## config.mk

```make
export PLATFORM = sky130hd
export DESIGN_NAME = mult_rr_scheduler
export DESIGN_NICKNAME = d
export VERILOG_FILES = /design/src/rtl/mult_rr_scheduler.sv
export SDC_FILE = /design/constraint.sdc
export NUM_CORES = 1
export LEC_CHECK = 0
export CAP_MARGIN = 10
export CORE_AREA = 3 3 186 188
export DETAILED_ROUTE_END_ITERATION = 16
export DIE_AREA = 0 0 189 191
export GPL_TIMING_DRIVEN = 0
export PLACE_DENSITY = 0.57
export SLEW_MARGIN = 20
export SYNTH_ARGS = -nofsm -noshare
export SYNTH_HDL_FRONTEND = slang
export SYNTH_SLANG_ARGS = --single-unit
```

## constraint.sdc

```tcl
create_clock -name clk -period 2.9 [get_ports clk]
set_input_delay 0.29 -clock clk [delete_from_list [all_inputs] [get_ports clk]]
set_output_delay 0.29 -clock clk [all_outputs]
set_load 0.01 [all_outputs]
```

## src/rtl/mult_rr_scheduler.sv

```systemverilog
// Round-robin front end for one shared sequential signed multiplier.
// Accepts one operand pair at a time from NREQ requesters, launches the
// multiplier, captures its product and returns it tagged with the owner ID.
module mult_rr_scheduler #(
    parameter int N     = 32,
    parameter int NREQ  = 4,
    parameter int IDW   = $clog2(NREQ),
    parameter int CNT_W = 16
) (
    input  logic                 clk,
    input  logic                 rst_n,
    input  logic [NREQ-1:0]      req_valid,
    output logic [NREQ-1:0]      req_ready,
    input  logic [NREQ*N-1:0]    req_a,
    input  logic [NREQ*N-1:0]    req_b,
    output logic                 resp_valid,
    input  logic                 resp_ready,
    output logic [IDW-1:0]       resp_id,
    output logic [2*N-1:0]       resp_c,
    output logic                 busy,
    output logic [CNT_W-1:0]     op_count,
    output logic                 mult_load,
    output logic [N-1:0]         mult_a,
    output logic [N-1:0]         mult_b,
    input  logic                 mult_done,
    input  logic [2*N-1:0]       mult_c
);

    typedef enum logic [1:0] {
        IDLE  = 2'd0,
        ISSUE = 2'd1,
        WAIT  = 2'd2,
        RESP  = 2'd3
    } state_t;

    // NREQ always fits in IDW+1 bits, which keeps the modulo wrap exact
    // for non-power-of-two requester counts.
    localparam logic [IDW:0]   NREQ_W  = (IDW+1)'(NREQ);
    localparam logic [IDW-1:0] LAST_ID = IDW'(NREQ - 1);

    state_t         state, state_nxt;
    logic [IDW-1:0] rr_ptr;
    logic [IDW-1:0] cur_id;
    logic [IDW-1:0] win_id;
    logic           win_vld;
    logic [IDW:0]   arb_sum;
    logic [IDW-1:0] arb_idx;
    logic           accept;

    assign accept = (state == IDLE) && win_vld;

    // Rotating priority search: first valid requester at or after rr_ptr.
    always_comb begin
        win_vld = 1'b0;
        win_id  = '0;
        arb_sum = '0;
        arb_idx = '0;
        for (int k = 0; k < NREQ; k++) begin
            arb_sum = {1'b0, rr_ptr} + (IDW+1)'(k);
            if (arb_sum >= NREQ_W)
                arb_sum = arb_sum - NREQ_W;
            arb_idx = arb_sum[IDW-1:0];
            if (!win_vld && req_valid[arb_idx]) begin
                win_vld = 1'b1;
                win_id  = arb_idx;
            end
        end
    end

    // State register.
    always_ff @(posedge clk or negedge rst_n) begin
        if (!rst_n)
            state <= IDLE;
        else
            state <= state_nxt;
    end

    // Next-state logic; a single operation is in flight until its response is taken.
    always_comb begin
        state_nxt = state;
        case (state)
            IDLE:    if (win_vld)    state_nxt = ISSUE;
            ISSUE:                   state_nxt = WAIT;
            WAIT:    if (mult_done)  state_nxt = RESP;
            RESP:    if (resp_ready) state_nxt = IDLE;
            default:                 state_nxt = IDLE;
        endcase
    end

    // Combinational outputs: grant only the arbitration winner, and only while idle.
    always_comb begin
        req_ready = '0;
        if (accept)
            req_ready[win_id] = 1'b1;
        busy = (state != IDLE);
    end

    // Datapath: operand latch, load pulse, product capture, pointer and counter.
    always_ff @(posedge clk or negedge rst_n) begin
        if (!rst_n) begin
            mult_load  <= 1'b0;
            mult_a     <= '0;
            mult_b     <= '0;
            cur_id     <= '0;
            rr_ptr     <= '0;
            resp_valid <= 1'b0;
            resp_id    <= '0;
            resp_c     <= '0;
            op_count   <= '0;
        end else begin
            // High exactly during the single ISSUE cycle.
            mult_load <= accept;
            if (accept) begin
                mult_a <= req_a[win_id*N +: N];
                mult_b <= req_b[win_id*N +: N];
                cur_id <= win_id;
            end
            // Done pulses outside WAIT belong to nobody and are dropped.
            if (state == WAIT && mult_done) begin
                resp_c     <= mult_c;
                resp_id    <= cur_id;
                resp_valid <= 1'b1;
            end
            if (state == RESP && resp_ready) begin
                resp_valid <= 1'b0;
                rr_ptr     <= (cur_id == LAST_ID) ? '0 : cur_id + IDW'(1);
                if (op_count != {CNT_W{1'b1}})
                    op_count <= op_count + CNT_W'(1);
            end
        end
    end

endmodule

```

==> results of run 1 <==
worst max-delay path, cell delays in order (launching register included):
cell	delay, ns
dfrtp_1	0.41
inv_1	0.12
ha_4	0.18
nand2b_4	0.06
clkbuf_4	0.16
or2_1	0.22
buf_2	0.16
buf_6	0.16
buf_6	0.16
nor2_1	0.11
clkdlybuf4s15_2	0.25
layout by cell type (no fill, tap or decap), types with 7 or more instances in the layout:
cell type	instances
clkdlybuf4s50_1	475
dfrtp_1	154
mux2i_1	128
nand2_1	78
mux2_2	67
o221ai_1	43
o221ai_2	22
clkbuf_16	17
buf_2	14
buf_4	14
nor2_1	10
clkbuf_1	10
xnor2_1	8
a21oi_1	7
layer usage:
| layer | wire [um] | GRT usage [%] | vias up |
|---|---|---|---|
| li1 | - | - | 3295 |
| met1 | 12800 | 19.9 | 3442 |
| met5 | 0 | 0 | - |
| met4 | 213 | 3.84 | 0 |
| met3 | 3400 | 7.90 | 10 |
| met2 | 17000 | 31.4 | 313 |
final timing paths:
path / slack (ns) / endpoint
max in group asynchronous: 1.62 / mult_a[11]$_DFFE_PN0P_
hold / removal: 0.41 / op_count[0]$_DFFE_PN0P_
setup / recovery: 0.17 / req_ready[2]
hold reg to reg: 0.49 / mult_b[29]$_DFFE_PN0P_
setup reg to reg: 0.57 / mult_a[29]$_DFFE_PN0P_
min in group clk: 0.46 / resp_c[60]$_DFFE_PN0P_
cells by family after synthesis:
group / after synthesis / share of synthesized area [%]
AO/OA/AOI/OAI: 88 / 11.1
multiplexers: 196 / 26.5
buffers and inverters: 50 / 3.84
AND/OR/NAND/NOR: 112 / 6.42
adder cells (fa/ha/maj): 5 / 0.811
flip-flops: 154 / 50.0
XOR/XNOR: 12 / 1.36
repair_timing:
action | 4_1_cts | 5_1_grt
hold buffers | 1 | 0
endpoints found under the setup margin | 4 | 4
hold endpoints to repair | 71 | 0
cloned | 0 | 0
pin swaps | 0 | 1
resized for setup | 11 | 7
state kept, by name, indices dropped and copies added, names as in the netlist:
name and cells:
cur_id 2, mult_a 32, mult_b 32, mult_load 1
op_count 16, resp_c 64, resp_id 2, resp_valid 1
rr_ptr 2, state 2
through the flow:
stage / total power, uW / util (%) / setup slack (ns) / cells
detailed placement: 10600 / 39.4 / -0.288 / 1546
CTS: 13000 / 41.2 / 0.00450 / 1579
global placement: 10600 / 39.3 / -5.53 / 1545
global route: 13600 / 41.3 / 0.0103 / 1580
floorplan: 7020 / - / 1.01 / 617
finish: 12800 / 41.3 / 0.168 / 1581
report_power, final:
| group | switching [uW] | leakage (uW) | internal, uW | total [uW] |
|---|---|---|---|---|
| Sequential | 584 | 0.00189 | 3160 | 3740 |
| Clock | 1020 | 0.000275 | 1230 | 2250 |
| Combinational | 3120 | 0.00374 | 3670 | 6800 |
layout make-up:
cell class | count | share of cell area (%)
antenna | 2 | 0.0364
buffer | 44 | 2.07
sequential | 154 | 28.1
multi-input combinational | 413 | 26.2
tap | 448 | 4.08
clock buffer | 19 | 3.22
timing repair buffer | 482 | 35.2
inverter | 6 | 0.164
clock inverter | 13 | 0.965
==> metrics, run 1 <==
critical path endpoint category primary output; YS warnings 0; Final GP Congestion 0.751; vias in the first global route between 7000 and 8000; Worst R2R Start rr_ptr[0]$_DFFE_PN0P_; NumNets Final around 1500; startpoint types register; drt wl/cell ~21 um; clock buffer depth 2; final period utilization between 90% and 100%; Area after DPL 13100 um2; final worst hold slack ~0.4 ns; TritonCTS clock tree built; P&R area growth vs syn 78.1%; Die Width 189 um; Register-to-Register Path Depth 7; sequential-to-total area share from yosys stat between 40% and 50%; CTS Buf Count 17; Yosys cell types 41; Crit path arrival time 2.44 ns; pwr/cell area approximately 930 nW/um2; setup TNS 0 ns; Leak a little under 0.006 uW; status complete, no violations; core area 33300 um2; unrepaired setup endpoints after global routing no; Least-Margin Pin Slew between 0.6 and 0.7 ns; Starting Density between 20% and 30%; Starting DRT DRC Count roughly 220; Avg Inst Size Synth around 13 um2; Post-synth EDFFs 0; #FFs+latches synth around 150; Die ar. between 30000 and 40000 um2; Post-Route WL approximately 33000 um; total congestion overflow 0; most common cell in the netlist dfrtp_1; Register Area roughly 3900 um2; Rows 67; Setup crit start state[1]$_DFFE_PN0P_; Mapped Cells slightly above 600; peak supply drop 654 uV; area share of the largest cell type after synthesis around half; Clock Pin Slew Worst Setup and Hold Paths roughly 0.070 ns; post-synth top area cell dfrtp_1; mapped cell area slightly below 8000 um2; io pins just under 500; Max Cap Viol 0; fill cell count 3250; largest net degree at the start of global routing 84; final hold violation count 0; DP Wirelength 26200 um; worst endpoint required time approximately 2.6 ns; CTS HTree Levels 4; # Post-CTS Setup Buffers 0; global-route wire length before repair 47800 um; minimum clock period between 2 and 3 ns; Peak Freq approximately 0.37 GHz; post-route ant nets 0; Design Area, Final 13700 um2; CP max FO 10; final setup skew 0.0101 ns; layout cells sized above 1 around 15%; routed vias 7060; initial antenna violation count 1; Die Y between 150 and 200 um; port bufs between 400 and 500; Setup Crit Path Kind register to primary output; Multi-input gate area 3600 um2; DRC 0; Async SR Flop Fraction between 90% and 100%; DRT Pass-1 Iters 4; top post-synthesis cells by count dfrtp_1 (154), mux2i_1 (128), nand2_1 (78), mux2_2 (67), o221ai_1 (43); Clock Latency Late Sink around 0.44 ns; Synth Flop Type dfrtp_1; Hold WC Path Type input port to asynchronous set/reset pin; total track usage roughly 18%; fin. max-slew vios 0; Vias/cell about 4.5; Setup Viol. Count Final 0; synthesized net count 950; Clock Root Buffer clkbuf_16; CTS sink cnt 154; dominant cells by area after synthesis dfrtp_1 (50%), mux2i_1 (17%), mux2_2 (9.8%); slew margin rel. between 50% and 60%
Note: power is estimated with default switching activity, not from simulation.
==> run 2, diff against run 1 <==
Settings changed: CORE_AREA 3 3 186 188 to 3 3 184 186, DIE_AREA 0 0 189 191 to 0 0 187 189, PLACE_DENSITY 0.57 to 0.6.
Clock period 2.9 ns to 2.3 ns, I/O delays scaled along.
==> run 2 against run 1 <==
Sequential share of layout area decreased by 0.36 points. Power increased by 29%. Non-clock buffer count increased by 13. Critical path depth decreased by 3. Highest routed layer is now met5. Critical endpoint unchanged. Clock-buffer cell count decreased by 2. Cell count increased by 0.32%. Global-route usage increased by 1.2 points. Combinational power increased by 32%. First-iteration DRC count increased by 10%.
==> metrics, run 2 (synthesized netlist as in run 1, its figures left out) <==
status complete, no violations (unchanged); Setup Viol. Count Final 0 (unchanged); Die ar. 35300 um2 (was 36100 um2); CP max FO 3 (was 10); Hold WC Path Type input port to asynchronous set/reset pin (unchanged); Clock Latency Late Sink 0.44 ns (about the same); Design Area, Final 13900 um2 (was 13700 um2); critical path endpoint category primary output (unchanged); io pins 481 (unchanged); total congestion overflow 0 (unchanged); CTS Buf Count 17 (unchanged); core area 32500 um2 (was 33300 um2); final setup skew 0.0100 ns (was 0.0101 ns); CTS HTree Levels 4 (unchanged); Least-Margin Pin Slew 0.653 ns (was 0.690 ns); DP Wirelength 26500 um (was 26200 um); Peak Freq around 0.46 GHz; startpoint types register (unchanged); peak supply drop 697 uV (was 654 uV); Tot Pwr 16500 uW (was 12800 uW); Final GP Congestion 0.794 (was 0.751); final hold violation count 0 (unchanged); clock buffer depth 2 (unchanged); Rows 66 (was 67); fin. max-slew vios 0 (unchanged); P&R area growth vs syn 80.4% (was 78.1%); global-route wire length before repair 50300 um (was 47800 um); Setup Crit Path Kind register to primary output (unchanged); Reg with most FFs resp_c (unchanged); Crit path arrival time 1.96 ns (was 2.44 ns); ANT cells 0 (was 2); Die Y 189 um (was 191 um); Die Width 187 um (was 189 um); TritonCTS clock tree built (unchanged); post-route ant nets 0 (unchanged); layout cells sized above 1 17.4% (was 14.9%); NumNets Final 1464 (was 1451); largest net degree at the start of global routing 79 (was 84); PnR worst setup slack 0.113 ns (was 0.168 ns); total track usage 19.0% (was 17.8%); worst endpoint required time 2.07 ns (was 2.61 ns); port bufs 480 (unchanged); DRT Pass-1 Iters 4 (unchanged); minimum clock period about 2.2 ns; most frequent cells in the layout clkdlybuf4s50_1 (474), dfrtp_1 (154), mux2i_1 (125), nand2_1 (77), mux2_2 (67) (was clkdlybuf4s50_1 (475), dfrtp_1 (154), mux2i_1 (128), nand2_1 (78), mux2_2 (67)); vias in the first global route 7742 (was 7546); Post-Route WL 34200 um (was 33400 um); Clock Pin Slew Worst Setup and Hold Paths 0.07 ns (about the same); Starting Density 23.8% (was 23.2%); DP Worst Slack -0.835 ns (was -0.288 ns); DRC 0 (unchanged); drt wl/cell 21.5 um (was 21.1 um); Regs by FF count resp_c: 64 flops, mult_a: 32 flops, mult_b: 32 flops (unchanged); slew margin rel. 56.5% (was 54.0%); Leak 0.00598 uW (was 0.00590 uW); initial antenna violation count 1 (unchanged); Clock Root Buffer clkbuf_16 (unchanged); routed vias 7170 (was 7060); Vias/cell 4.52 (was 4.47); Max Cap Viol 0 (unchanged); CTS sink cnt 154 (unchanged); Starting DRT DRC Count 238 (was 216); max FFs per register 64 (unchanged); Area after DPL 13100 um2 (about the same); commonest non-fill, non-tap cell in the layout clkdlybuf4s50_1 (unchanged); pwr/cell area 1190 nW/um2 (was 931 nW/um2); final period utilization between 90% and 100%
==> run 2: changes by cell type in the layout (fill, tap and decap cells not counted), moves of 3 or more <==
cell      before  now
buf_12         0    3
buf_4         14   31
clkbuf_1      10    7
mux2i_1      128  125
mux2i_2        0    3
nor2_1        10    6
nor2_4         0    3
==> run 2: worst paths after layout <==
check                      slack [ns]  cells after the start                startpoint                       end
max                              0.11                      7     rr_ptr[1]$_DFFE_PN0P_              req_ready[2]
min                              0.33                      2                     rst_n    resp_c[15]$_DFFE_PN0P_
max reg2reg                      0.13                      7     rr_ptr[0]$_DFFE_PN0P_    mult_a[30]$_DFFE_PN0P_
min reg2reg                      0.49                      1  op_count[14]$_DFFE_PN0P_  op_count[14]$_DFFE_PN0P_
max in group asynchronous        1.14                      3                     rst_n     mult_a[6]$_DFFE_PN0P_
min in group clk                 0.39                      2                mult_c[35]    resp_c[35]$_DFFE_PN0P_
==> run 2: where the power goes <==
group	leakage [uW]	internal (uW)	total [uW]	switching, uW
Clock	0.000279	1530	2840	1310
Combinational	0.00382	4840	8970	4130
Sequential	0.00189	3990	4700	716
Total	0.00598	10400	16500	6150
==> run 2: critical path, stage by stage, from the launching register on <==
cell and delay, ns:
dfrtp_1 0.38, a21o_1 0.19, a21boi_2 0.18, o22ai_4 0.11, or2_4 0.28, buf_12 0.14
nor2_4 0.11, buf_6 0.11
==> run 2: final cells by class <==
| cell class | instances | area [um2] |
|---|---|---|
| Tap cell | 442 | 553 |
| Multi-Input combinational cell | 413 | 3650 |
| Clock buffer | 17 | 425 |
| Fill cell | 3153 | 18500 |
| Buffer | 40 | 290 |
| Timing Repair Buffer | 499 | 4960 |
| Sequential cell | 154 | 3850 |
| Inverter | 6 | 22.5 |
| Clock inverter | 15 | 155 |
==> run 2: repair_timing <==
item,4_1_cts,5_1_grt
buffers inserted,13,4
endpoints found under the setup margin,17,46
hold buffers,1,0
hold endpoints to repair,76,0
pin swaps,7,6
gates resized for setup,48,10
==> run 2: layer usage <==
metal | GRT usage (%) | part of all wire (%) | up-vias
li1 | - | - | 3327
met1 | 22.3 | 41 | 3508
met2 | 33.7 | 51 | 318
met3 | 6.91 | 7.8 | 15
met4 | 3.63 | 0.52 | 2
met5 | 0 | 0.032 | -
==> run 2: per-stage QoR <==
stage	util (%)	hold slack (ns)	TNS, ns	instances
2_1_floorplan	-	-0.0656	0	617
3_3_place_gp	40.3	0.469	-940.71	1539
3_5_place_dp	40.4	0.258	-24.31	1540
4_1_cts	42.8	0.350	-0.00476	1584
5_1_grt	42.9	0.363	-0.00574	1586
6_report	42.9	0.326	0	1586
